### src/rtl/comp_pkg.sv
// Shared definitions for the serial complement unit.
//   mode_* : 2-bit operation codes presented on in_mode
//   state_t: control FSM encoding
package comp_pkg;

   localparam logic [1:0] MODE_PASS = 2'b00;
   localparam logic [1:0] MODE_NEG  = 2'b01;
   localparam logic [1:0] MODE_INV  = 2'b10;
   localparam logic [1:0] MODE_ABS  = 2'b11;

   typedef enum logic [1:0] {
      ST_IDLE = 2'b00,
      ST_RUN  = 2'b01,
      ST_DONE = 2'b10
   } state_t;

endpackage

### src/rtl/comp_digit.sv
// One DIGIT-bit slice of the serial complement datapath (purely combinational).
//   op       : operand digit, bit 0 is the least significant
//   flag_in  : "a 1 has already been seen" from the lower digits
//   neg      : apply copy-through-first-1-then-invert (two's complement)
//   inv      : invert every bit (ones' complement); ignored when neg is set
//   res      : result digit
//   flag_out : flag carried into the next digit
module comp_digit #(
   parameter int DIGIT = 4
) (
   input  logic [DIGIT-1:0] op,
   input  logic             flag_in,
   input  logic             neg,
   input  logic             inv,
   output logic [DIGIT-1:0] res,
   output logic             flag_out
);

   // chain[b] is the flag as seen by bit b: set once any lower bit was 1
   logic [DIGIT:0] chain;

   assign chain[0] = flag_in;

   for (genvar b = 0; b < DIGIT; b++) begin : g_bit
      assign chain[b+1] = chain[b] | op[b];
      assign res[b]     = neg ? (op[b] ^ chain[b]) : (op[b] ^ inv);
   end

   assign flag_out = chain[DIGIT];

endmodule

### src/rtl/serial_complement_unit.sv
// Multi-cycle negate / ones' complement / absolute value / pass engine.
// The operand is consumed LSB-first, DIGIT bits per RUN cycle, through a
// single comp_digit slice; the result is assembled in a right-shifting
// register so that it lands correctly aligned after WIDTH/DIGIT cycles.
//
// Optional feature macro: COMP_FLAGS_EN adds the out_ovf / out_zero ports.
//
// Ports:
//   clk, rst_n             clock (rising edge), async active-low reset
//   in_valid / in_ready    operand handshake; in_ready high only in IDLE
//   in_mode                00 PASS, 01 NEG, 10 INV, 11 ABS
//   in_operand             operand
//   out_valid / out_ready  result handshake; out_valid held until accepted
//   out_result             result
//   out_ovf, out_zero      signed overflow / zero result (COMP_FLAGS_EN)
//
// state   | meaning
// --------+-----------------------------------------------------------
// ST_IDLE | waiting for an operand, in_ready = 1
// ST_RUN  | one digit per cycle, WIDTH/DIGIT cycles
// ST_DONE | first cycle raises out_valid, then waits for out_ready
module serial_complement_unit
   import comp_pkg::*;
#(
   parameter int WIDTH = 32,
   parameter int DIGIT = 4
) (
   input  logic             clk,
   input  logic             rst_n,
   input  logic             in_valid,
   output logic             in_ready,
   input  logic [1:0]       in_mode,
   input  logic [WIDTH-1:0] in_operand,
   output logic             out_valid,
   input  logic             out_ready,
   output logic [WIDTH-1:0] out_result
`ifdef COMP_FLAGS_EN
   ,
   output logic             out_ovf,
   output logic             out_zero
`endif
);

   localparam int N  = WIDTH / DIGIT;
   localparam int CW = $clog2(N + 1);
   localparam logic [CW-1:0] CNT_LAST = CW'(N - 1);

   if (DIGIT < 1 || DIGIT > WIDTH) begin : g_bad_digit
      $error("serial_complement_unit: DIGIT must be in 1..WIDTH");
   end else if (WIDTH % DIGIT != 0) begin : g_bad_ratio
      $error("serial_complement_unit: WIDTH must be a multiple of DIGIT");
   end

   state_t           state;
   logic [WIDTH-1:0] op_sr;
   logic [WIDTH-1:0] res_sr;
   logic [CW-1:0]    cnt;
   logic             flag;
   logic             eff_neg;
   logic             eff_inv;
   logic [DIGIT-1:0] dig_res;
   logic             dig_flag;
`ifdef COMP_FLAGS_EN
   logic             sign;
`endif

   comp_digit #(.DIGIT(DIGIT)) u_digit (
      .op       (op_sr[DIGIT-1:0]),
      .flag_in  (flag),
      .neg      (eff_neg),
      .inv      (eff_inv),
      .res      (dig_res),
      .flag_out (dig_flag)
   );

   assign out_result = res_sr;

   always_ff @(posedge clk or negedge rst_n) begin
      if (!rst_n) begin
         state     <= ST_IDLE;
         in_ready  <= 1'b1;
         out_valid <= 1'b0;
         op_sr     <= '0;
         res_sr    <= '0;
         cnt       <= '0;
         flag      <= 1'b0;
         eff_neg   <= 1'b0;
         eff_inv   <= 1'b0;
`ifdef COMP_FLAGS_EN
         sign      <= 1'b0;
         out_ovf   <= 1'b0;
         out_zero  <= 1'b0;
`endif
      end else begin
         case (state)
            ST_IDLE: begin
               if (in_valid && in_ready) begin
                  // ABS is resolved to NEG or PASS here from the latched sign
                  op_sr    <= in_operand;
                  eff_neg  <= (in_mode == MODE_NEG) ||
                              ((in_mode == MODE_ABS) && in_operand[WIDTH-1]);
                  eff_inv  <= (in_mode == MODE_INV);
                  flag     <= 1'b0;
                  cnt      <= '0;
                  in_ready <= 1'b0;
                  state    <= ST_RUN;
`ifdef COMP_FLAGS_EN
                  sign     <= in_operand[WIDTH-1];
                  out_ovf  <= 1'b0;
                  out_zero <= 1'b1;
`endif
               end
            end
            ST_RUN: begin
               op_sr  <= op_sr >> DIGIT;
               res_sr <= (res_sr >> DIGIT) | (WIDTH'(dig_res) << (WIDTH - DIGIT));
               flag   <= dig_flag;
               cnt    <= cnt + 1'b1;
`ifdef COMP_FLAGS_EN
               out_zero <= out_zero & ~(|dig_res);
`endif
               if (cnt == CNT_LAST) begin
                  state <= ST_DONE;
`ifdef COMP_FLAGS_EN
                  // only the most-negative operand stays negative after NEG
                  out_ovf <= eff_neg & sign & dig_res[DIGIT-1];
`endif
               end
            end
            ST_DONE: begin
               if (!out_valid) begin
                  out_valid <= 1'b1;
               end else if (out_ready) begin
                  out_valid <= 1'b0;
                  in_ready  <= 1'b1;
                  state     <= ST_IDLE;
               end
            end
            default: begin
               state     <= ST_IDLE;
               in_ready  <= 1'b1;
               out_valid <= 1'b0;
            end
         endcase
      end
   end

endmodule

### config.mk
export PLATFORM = sky130hd
export DESIGN_NAME = serial_complement_unit
export DESIGN_NICKNAME = d
export VERILOG_FILES = /design/src/rtl/comp_pkg.sv /design/src/rtl/comp_digit.sv /design/src/rtl/serial_complement_unit.sv
export SDC_FILE = /design/constraint.sdc
export NUM_CORES = 1
export LEC_CHECK = 0
export ABC_CLOCK_PERIOD_IN_PS = 2100
export CAP_MARGIN = 15
export CORE_MARGIN = 1.5
export CORE_UTILIZATION = 50
export DETAILED_ROUTE_END_ITERATION = 12
export HOLD_SLACK_MARGIN = 0.02
export PLACE_DENSITY_LB_ADDON = 0.1
export REMOVE_ABC_BUFFERS = 1
export SLEW_MARGIN = 20
export SYNTH_ARGS = -nofsm -noshare
export SYNTH_HDL_FRONTEND = slang
export SYNTH_SLANG_ARGS = --single-unit
### constraint.sdc
create_clock -name clk -period 2.1 [get_ports clk]
set_input_delay 0.42 -clock clk [delete_from_list [all_inputs] [get_ports clk]]
set_output_delay 0.42 -clock clk [all_outputs]
set_load 0.005 [all_outputs]
# Word-level counts from Yosys, hierarchy flattened
# Index checks and enable logic that the tools add are counted.
word_totals:
  regBits: 75
  inputBits: 38
  out_inout_bits: 34
op_classes:
  addsub: 1
  n_eq_ne: 10
  mux: 21
  bitwise: 14
  n_reduce_logical: 10
op_table:
  columns: ["cell", "count"]
  rows:
  - ["$pmux W32 S2", 1]
  - ["$mux W32", 1]
  - ["$or A28 B32 Y32", 1]
  - ["$mux W1", 9]
  - ["$mux W2", 4]
  - ["$ne A2 B2 Y1 const B", 4]
  - ["$pmux W4 S2", 1]
  - ["$reduce_and A4 Y1", 2]
  - ["$xor A1 B1 Y1", 8]
  - ["$eq A2 B2 Y1 const B", 3]
  - ["$pmux W2 S3", 1]
  - ["$add A4 B1 Y4 const B", 1]
  - ["$eq A2 B1 Y1 const B", 2]
  - ["$eq A4 B3 Y1 const B", 1]
  - ["$mux W4", 1]
  - ["$or A1 B1 Y1", 4]
  - ["$pmux W1 S2", 2]
  - ["$reduce_and A2 Y1", 2]
  - ["$pmux W1 S3", 1]
  - ["$logic_and A1 B1 Y1", 2]
  - ["$logic_not A2 Y1", 1]
  - ["$reduce_bool A2 Y1", 1]
  - ["$reduce_or A2 Y1", 1]
  - ["$logic_or A1 B1 Y1", 1]
  - ["$not A1 Y1", 1]

# Longest topological paths before layout
# Gate-level depths: netlist of run 1.
logic_depth:
  ltp_word: 6
  ltp_mapped: 6
  mapped_depth_nobuf: 4

# Modules after synthesis
# A second synthesis of run 1 with hierarchy kept.
unflattened:
  hier_cells: 270
  area_unflattened_um2: 3318.2
modules_own_cells:
  columns: ["module", "instances", "cells_per_inst", "area_each_um2"]
  rows:
  - ["serial_complement_unit", 1, 257, 3226.8]
  - ["comp_digit", 1, 13, 91.3]

# Least setup slack after synthesis of run 1
# No wires, ideal clock.
synth_timing:
  kind: "reg-to-reg"
  from: "register in_ready"
  to: "register flag"
  arrival_ns: 1.359
  required_ns: 1.963
  slack_ns: 0.604
  stages_incl_launch_ff: 7
  n_path_buf: 2
  synth_period_minus_slack_ns: 1.496
  cell_sequence: "dfstp_2 -> inv_1 -> or3_1 -> buf_6 -> buf_8 -> a21oi_1 -> a21oi_1"
synth_via:
  elab_chain_cells: 3
synth_rtl:
  columns: ["item", "line_no", "source"]
  rows:
  - ["from (decl)", "serial_complement_unit.sv:31", "output logic in_ready,"]
  - ["from (signal assigned)", "serial_complement_unit.sv:81", "in_ready <= 1'b1;"]
  - ["from (signal assigned)", "serial_complement_unit.sv:105", "in_ready <= 1'b0;"]
  - ["from (signal assigned)", "serial_complement_unit.sv:135", "in_ready <= 1'b1;"]
  - ["$logic_and A1 B1 Y1", "serial_complement_unit.sv:97", "if (in_valid && in_ready) begin"]
  - ["$ne A2 B2 Y1 (no source line)", null, null]
  - ["$reduce_and A2 Y1 (no source line)", null, null]
  - ["to (signal assigned)", "serial_complement_unit.sv:117", "flag <= dig_flag;"]
  - ["to (decl)", "serial_complement_unit.sv:58", "logic flag;"]
# Every way passes these cells.
# A chain may end at the register's enable or synchronous reset.

# Final worst setup path of run 1
layout_timing:
  from: "register in_ready"
  to: "output port in_ready"
# No word-level cell between the ends.

==> results of run 1 <==
==> layout make-up <==
cell class	instances	area share, %
clock buffer	14	4.157
sequential	75	45.21
multi-input combinational	262	28.25
timing repair buffer	78	19.52
clock inverter	2	0.2410
inverter	4	0.3614
tap	75	2.259
==> per-layer routing <==
layer  routed length (um)  part of all wire, %  GRT usage [%]
met4                  100                  1.6          7.879
met5                    0                    0              0
met1                 2913                   47          25.53
met3                  263                  4.3          3.280
met2                 2905                   47          32.08
==> power breakdown <==
group / switching [mW] / total, mW / internal, mW
Sequential: 0.420 / 2.47 / 2.05
Clock: 0.477 / 1.00 / 0.524
Combinational: 0.897 / 1.91 / 1.02
==> cell usage in the layout (no fill, tap or decap) <==
cell / Yosys / routed
nand2_1: 159 / 159
dfrtp_1: 74 / 74
clkdlybuf4s50_1: 0 / 70
nor2_1: 32 / 32
a31oi_1: 28 / 28
o21ai_0: 15 / 15
clkbuf_8: 0 / 12
a21oi_1: 8 / 8
inv_1: 4 / 4
buf_4: 0 / 4
buf_12: 0 / 4
xor2_1: 3 / 3
nand3_1: 3 / 3
xnor2_1: 3 / 3
clkbuf_1: 9 / 2
clkinv_2: 0 / 2
nor2b_2: 0 / 1
or2b_4: 0 / 1
and4bb_2: 1 / 1
nand2b_1: 1 / 1
or3_1: 1 / 1
nor4_1: 1 / 1
o21ai_1: 1 / 1
o31ai_2: 1 / 1
o31ai_1: 1 / 1
mux2i_1: 1 / 1
ha_1: 1 / 1
dfstp_2: 1 / 1
==> flip-flops by register name, summed over array words and instances, names as in the netlist <==
name / cells
flag: 1
eff_neg: 1
op_sr: 32
state: 2
out_result: 32
out_valid: 1
cnt: 4
in_ready: 1
eff_inv: 1
==> kinds of logic (layout without fill, tap and decap cells) <==
family	after synthesis	in the layout	synth area share [%]
muxes	1	1	0.3135
adders and majority gates	1	1	0.3918
xor gates and xnor gates	6	6	1.646
AOI/OAI and AO/OA	54	54	9.875
and+or+nand+nor	200	200	24.33
DFF	75	75	58.82
buffers and inverters	27	98	4.623
==> through the flow <==
| step | hold slack (ns) | cells | util (%) | instance area (um^2) | setup slack (ns) |
|---|---|---|---|---|---|
| detailed placement | 0.4608 | 494 | 65.91 | 3971 | 0.2292 |
| finish | 0.09081 | 510 | 68.94 | 4154 | 0.3081 |
| floorplan | 0.1244 | 341 | - | 3060 | -0.3514 |
| global placement | 0.4567 | 494 | 65.91 | 3971 | 0.2590 |
| CTS | 0.1066 | 510 | 68.94 | 4154 | 0.2897 |
| global route | 0.1376 | 510 | 68.94 | 4154 | 0.2589 |
==> final timing paths <==
kind | slack, ns | to | cells past startpoint
max in group asynchronous | 1.45 | op_sr[27]$_DFFE_PN0P_ | 2
min reg2reg | 0.47 | out_result[1]$_DFFE_PN0P_ | 2
max | 0.31 | in_ready | 1
min | 0.09 | out_result[6]$_DFFE_PN0P_ | 1
min in group clk | 0.47 | out_result[1]$_DFFE_PN0P_ | 2
max reg2reg | 0.57 | flag$_DFFE_PN0P_ | 5
==> impl_metrics.toml, run 1 <==
[clocking]
cts_hold_buffers = 0
ctsResizeCount = 0
cts_htree_levels = 3
cts_tree = "done"
clock-root-buffer = "clkbuf_8"
cts_sinks = 75
clkLatencyLatePin_ns = 0.33
cts_setup_buffers = 0
clockBufferDepth = 2
cts_buffers = 9
clk_pin_slew_ns = 0.07

[synth]
yosysSeqAreaShare_pct = 58.82
ys.warnings.count = 0
yosys-top-cells-count = "nand2_1 (159), dfrtp_1 (74), nor2_1 (32)"
synth.top_cell.area_share_pct = 57.99
synth_cells = 364
synth_enable_flop_cells = 0
synth_area_leaders = "dfrtp_1 (58%), nand2_1 (19%), a31oi_1 (5.5%)"
yosysTopAreaCell = "dfrtp_1"
synth_flop_cell = "dfrtp_1"
avgSynthCellArea_um2 = 8.772
synth-seq-cells = 75
async_reset_ff_share_pct = 100.0
syn_area_um2 = 3193
synth.most_common_cell = "nand2_1"
ys_types = 26

[sta]
fmax_mhz = 558.1
fin_crit_ns = 1.792
fin_crit_sh_pct = 85.33
setup_tns_ns = 0
hold_viol = 0
final-max-slew-violation-count = 0
skew_ns = 0.008545
setup_viol = 0
slew_headroom_pct = 59.92
rsz0062_at_grt = "false"
tightest_slew_ns = 0.6012

[die]
boundaryPins = 72
core_um2 = 6026
initial_core_util_pct = 52.99
die_w_um = 82.92
die_y_um = 82.92
rows = 28
die_area_um2 = 6875

[detailed_routing]
drc = 0
vias = 2598
wl_per_cell_um = 12.12
drt_iter0_drc = 127
antenna_left = 0
avgViaCountPerCell = 5.094
postRouteWirelength_um = 6182
dr.pass1.iters = 4

[grt]
grt_pass1_wl_um = 11030
grt_pass1_vias = 2544
gr-total-overflow = 0
antenna_found_initial = 0
grt_usage_pct = 19.40
grt_start_max_net_pins = 50

[setup_path]
end_kind = "output port"
critPathKind = "reg -> out"
startpoint = "in_ready$_DFFE_PN1P_"
critical-path-max-stage-delay_ns = 0.55
cpMaxStageDelayCell = "dfstp_2"
start_kind = "flop"
path_delay_family = "flip-flops"
path_cells = "clkdlybuf4s50_1"
r2r_start = "in_ready$_DFFE_PN1P_"
critPathArrivalTime_ns = 1.37
crit_fanout = 4
cp.required_ns = 1.68
crit_buf_inv = 1

[layout]
fin_nets = 469
area_growth_pct = 30.09
antenna_cells = 0
drive_gt1_share_pct = 6.207
seq_area_um2 = 1878
n_fill_cell = 493
multi_input_area_um2 = 1174

[placed_design]
port_buffers = 71
dp.final_hpwl_um = 4213
gp_congestion = 0.7880

[power_and_ir_drop]
power.total_mw = 5.379
ir_drop_v = 0.0006607
power_density_nw_per_um2 = 1295
p_leak_nw = 1.948

[min_path]
holdCritPathClass = "in -> async"

[run_status]
status = "finished clean"

[job]
maxCapViolations = 0
(Power assumes the default switching activity.)
==> run 2, diff against run 1 <==
--- a/config.mk
+++ b/config.mk
@@ -8,7 +8,7 @@
 export ABC_CLOCK_PERIOD_IN_PS = 2100
 export CAP_MARGIN = 15
 export CORE_MARGIN = 1.5
-export CORE_UTILIZATION = 50
+export CORE_UTILIZATION = 38
 export DETAILED_ROUTE_END_ITERATION = 12
 export HOLD_SLACK_MARGIN = 0.02
 export PLACE_DENSITY_LB_ADDON = 0.1
==> impl_metrics.toml, run 2 (synthesized netlist as in run 1, its figures left out) <==
[layout]
final_util_pct = 51.41
mostFrequentLayoutCell = "nand2_1"
drive_gt1_share_pct = 6.437
n_fill_cell = 811
final_cells = 540
seq_area_um2 = 1878
final_cell_mix = "nand2_1 (159), dfrtp_1 (74), clkdlybuf4s50_1 (70)"
multi_input_area_um2 = 1174
fin_nets = 469
area_growth_pct = 31.62
antenna_cells = 0

[grt]
grt_pass1_vias = 2466
grt_pass1_wl_um = 10930
gr-total-overflow = 0
grt_util_met3_pct = 3.945
grt-busiest-layer = "met2"
grt_start_max_net_pins = 42
use_met1_pct = 19.52
antenna_found_initial = 0
grt_usage_pct = 15.64
grtUsageMet2_pct = 26.37

[placed_design]
port_buffers = 71
dp.final_hpwl_um = 4223
place_inst = 524
gp_congestion = 0.7408

[detailed_routing]
wl_per_cell_um = 12.04
drt_iter0_drc = 117
avgViaCountPerCell = 4.828
dr.pass1.iters = 4
vias = 2607
drc = 0
postRouteWirelength_um = 6503
antenna_left = 0

[die]
rows = 33
die_area_um2 = 8961
boundaryPins = 72
die_y_um = 94.67
die_w_um = 94.67
initial_core_util_pct = 39.06
core_um2 = 8175

[clocking]
ctsResizeCount = 0
cts_sinks = 75
cts_tree = "done"
clk_pin_slew_ns = 0.07
cts_buffers = 9
cts_setup_buffers = 0
clkLatencyLatePin_ns = 0.34
cts_htree_levels = 3
cts_hold_buffers = 0
clock-root-buffer = "clkbuf_8"
clockBufferDepth = 2

[sta]
final-max-slew-violation-count = 0
slew_headroom_pct = 68.88
setup_viol = 0
rsz0062_at_grt = "false"
fin_crit_ns = 1.811
holdWs_ns = 0.02649
hold_viol = 0
fmax_mhz = 552.3
tightest_slew_ns = 0.4669
fin_crit_sh_pct = 86.22
skew_ns = 0.006327
setup_tns_ns = 0

[power_and_ir_drop]
p_sw_share_pct = 33.40
combinationalPowerShare_pct = 35.2
pwr-share-clk_pct = 20.1
power.total_mw = 5.464
seqPwrFrac_pct = 44.7
p_leak_nw = 1.951
power_density_nw_per_um2 = 1300
p_sw_mw = 1.825
intPower_mw = 3.639
ir_drop_v = 0.0004908

[setup_path]
end_kind = "output port"
cp.required_ns = 1.68
cpMaxStageDelayCell = "dfstp_2"
path_cells = "clkdlybuf4s50_1"
path_delay_family = "flip-flops"
start_kind = "flop"
crit_buf_inv = 1
critPathKind = "reg -> out"
critical-path-max-stage-delay_ns = 0.56
crit_fanout = 4
critPathArrivalTime_ns = 1.39

[min_path]
holdCritPathClass = "in -> async"

[run_status]
status = "finished clean"

[job]
maxCapViolations = 0
## run 2: per-stage QoR
stage,cell area (um^2),setup slack (ns)
floorplan,3060,-0.3514
global placement,4009,0.2521
detailed placement,4009,0.2022
CTS,4203,0.2622
global route,4203,0.2266
finish,4203,0.2894
## run 2: path summary, 6_finish.rpt
kind	startpoint	end	slack [ns]	cells after the start
worst min-delay path	rst_n	out_result[0]$_DFFE_PN0P_	0.03	1
worst max register to register	in_ready$_DFFE_PN1P_	flag$_DFFE_PN0P_	0.56	5
worst min register to register	out_result[2]$_DFFE_PN0P_	out_result[2]$_DFFE_PN0P_	0.48	2
min in group clk	out_result[2]$_DFFE_PN0P_	out_result[2]$_DFFE_PN0P_	0.48	2
max in group asynchronous	rst_n	in_ready$_DFFE_PN1P_	1.44	2
worst max-delay path	in_ready$_DFFE_PN1P_	in_ready	0.29	1
## run 2: layout make-up
| class | instances | area share [%] |
|---|---|---|
| tap | 105 | 3.126 |
| clock inverter | 5 | 1.250 |
| multi-input combinational | 262 | 27.93 |
| clock buffer | 11 | 3.364 |
| inverter | 4 | 0.3572 |
| sequential | 75 | 44.69 |
| timing repair buffer | 78 | 19.29 |
## run 2: power by group through the flow
stage | registers [mW] | logic (mW) | clock network, mW
2_1_floorplan | 2.43 | 1.04 | 0
3_3_place_gp | 2.46 | 1.90 | 0
3_5_place_dp | 2.48 | 1.95 | 0
4_1_cts | 2.45 | 1.96 | 1.13
5_1_grt | 2.53 | 2.21 | 1.19
6_report | 2.44 | 1.93 | 1.10
## run 2: layer usage
metal / share of wire, % / routed length, um
met4: 1.0 / 65
met2: 47 / 3078
met1: 47 / 3075
met5: 0 / 0
met3: 4.4 / 283
==> run 3, diff against run 2 <==
--- a/config.mk
+++ b/config.mk
@@ -11,6 +11,7 @@
 export CORE_UTILIZATION = 38
 export DETAILED_ROUTE_END_ITERATION = 12
 export HOLD_SLACK_MARGIN = 0.02
+export MAX_ROUTING_LAYER = met4
 export PLACE_DENSITY_LB_ADDON = 0.1
 export REMOVE_ABC_BUFFERS = 1
 export SLEW_MARGIN = 20
==> impl_metrics.toml, run 3 (synthesized netlist as in run 1, its figures left out) <==
[run_status]
status = "finished clean"

[sta]
hold_viol = 0
tightest_slew_ns = 0.4673
setup_viol = 0
fmax_mhz = 551.9
final-max-slew-violation-count = 0
slew_headroom_pct = 68.85
rsz0062_at_grt = "false"
fin_crit_ns = 1.812
skew_ns = 0.006312
fin_crit_sh_pct = 86.27

[clocking]
clkLatencyLatePin_ns = 0.34
cts_hold_buffers = 0
cts_sinks = 75
cts_buffers = 9
clockBufferDepth = 2
cts_tree = "done"
clock-root-buffer = "clkbuf_8"
ctsResizeCount = 0
clk_pin_slew_ns = 0.07
cts_htree_levels = 3
cts_setup_buffers = 0

[die]
initial_core_util_pct = 39.06
boundaryPins = 72
die_area_um2 = 8961
die_w_um = 94.67
die_y_um = 94.67
rows = 33
core_um2 = 8175

[grt]
grtUsageMet2_pct = 26.37
grt_pass1_wl_um = 10930
grt_util_met3_pct = 3.945
grt_start_max_net_pins = 42
gr-total-overflow = 0
antenna_found_initial = 0
grt_usage_pct = 16.11
grt_pass1_vias = 2466
use_met1_pct = 19.52
grt-busiest-layer = "met2"

[placed_design]
gp_congestion = 0.7500
place_area_um2 = 4009
place_inst = 524
port_buffers = 71
dp.final_hpwl_um = 4223

[detailed_routing]
drc = 0
dr.pass1.iters = 4
antenna_left = 0
postRouteWirelength_um = 6511
avgViaCountPerCell = 4.826
drt_iter0_drc = 117
vias = 2606
wl_per_cell_um = 12.06

[setup_path]
cp.required_ns = 1.68
crit_buf_inv = 1
path_delay_family = "flip-flops"
path_cells = "clkdlybuf4s50_1"
end_kind = "output port"
critPathKind = "reg -> out"
crit_fanout = 4
cpMaxStageDelayCell = "dfstp_2"
start_kind = "flop"
critical-path-max-stage-delay_ns = 0.56
critPathArrivalTime_ns = 1.39

[power_and_ir_drop]
ir_drop_v = 0.0004908
p_leak_nw = 1.951
power_density_nw_per_um2 = 1301

[job]
maxCapViolations = 0

[layout]
final_cell_mix = "nand2_1 (159), dfrtp_1 (74), clkdlybuf4s50_1 (70)"
final_area_um2 = 4203
antenna_cells = 0
final_cells = 540
mostFrequentLayoutCell = "nand2_1"
area_growth_pct = 31.62
fin_nets = 469
drive_gt1_share_pct = 6.437

[min_path]
holdCritPathClass = "in -> async"
[run 3: cell counts in the layout (fill, tap and decap cells not counted)]
No cell type changed its count.
[run 3: cell type report]
type                    instances  area [um^2]
clock buffers                  11        141.4
clock inverters                 5        52.55
fillers                       811         3973
inverters                       4        15.01
multi-input cells             262         1174
flip-flops and latches         75         1878
well taps                     105        131.4
repair buffers                 78        810.8
[run 3: metrics by stage]
stage	total power [mW]	TNS (ns)	setup WS, ns	hold WS [ns]	util (%)
2_1_floorplan	3.463	-16.19	-0.3514	0.1244	-
3_3_place_gp	4.369	0	0.2521	0.4098	49.04
3_5_place_dp	4.427	0	0.2022	0.4136	49.04
4_1_cts	5.542	0	0.2622	0.03975	51.41
5_1_grt	5.927	0	0.2266	0.05530	51.41
6_report	5.467	0	0.2882	0.02546	51.41
[run 3: final timing paths]
path / startpoint / end / slack [ns] / cells past startpoint
min in group clk: out_result[2]$_DFFE_PN0P_ / out_result[2]$_DFFE_PN0P_ / 0.48 / 2
worst max-delay path: in_ready$_DFFE_PN1P_ / in_ready / 0.29 / 1
max in group asynchronous: rst_n / in_ready$_DFFE_PN1P_ / 1.44 / 2
worst max register to register: in_ready$_DFFE_PN1P_ / flag$_DFFE_PN0P_ / 0.56 / 5
worst min register to register: out_result[2]$_DFFE_PN0P_ / out_result[2]$_DFFE_PN0P_ / 0.48 / 2
worst min-delay path: rst_n / out_result[0]$_DFFE_PN0P_ / 0.03 / 1
[run 3: metal layers]
metal | vias up | part of all wire (%)
li1 | 1300 | -
met1 | 1229 | 47
met2 | 70 | 47
met3 | 7 | 4.4
met4 | 0 | 0.94
met5 | - | 0
[run 3: power by group]
group / internal, mW / switching (mW) / leakage (nW)
registers: 2.05 / 0.397 / 0.910
logic: 1.02 / 0.907 / 0.942
clock network: 0.576 / 0.523 / 0.0991
total: 3.64 / 1.83 / 1.95
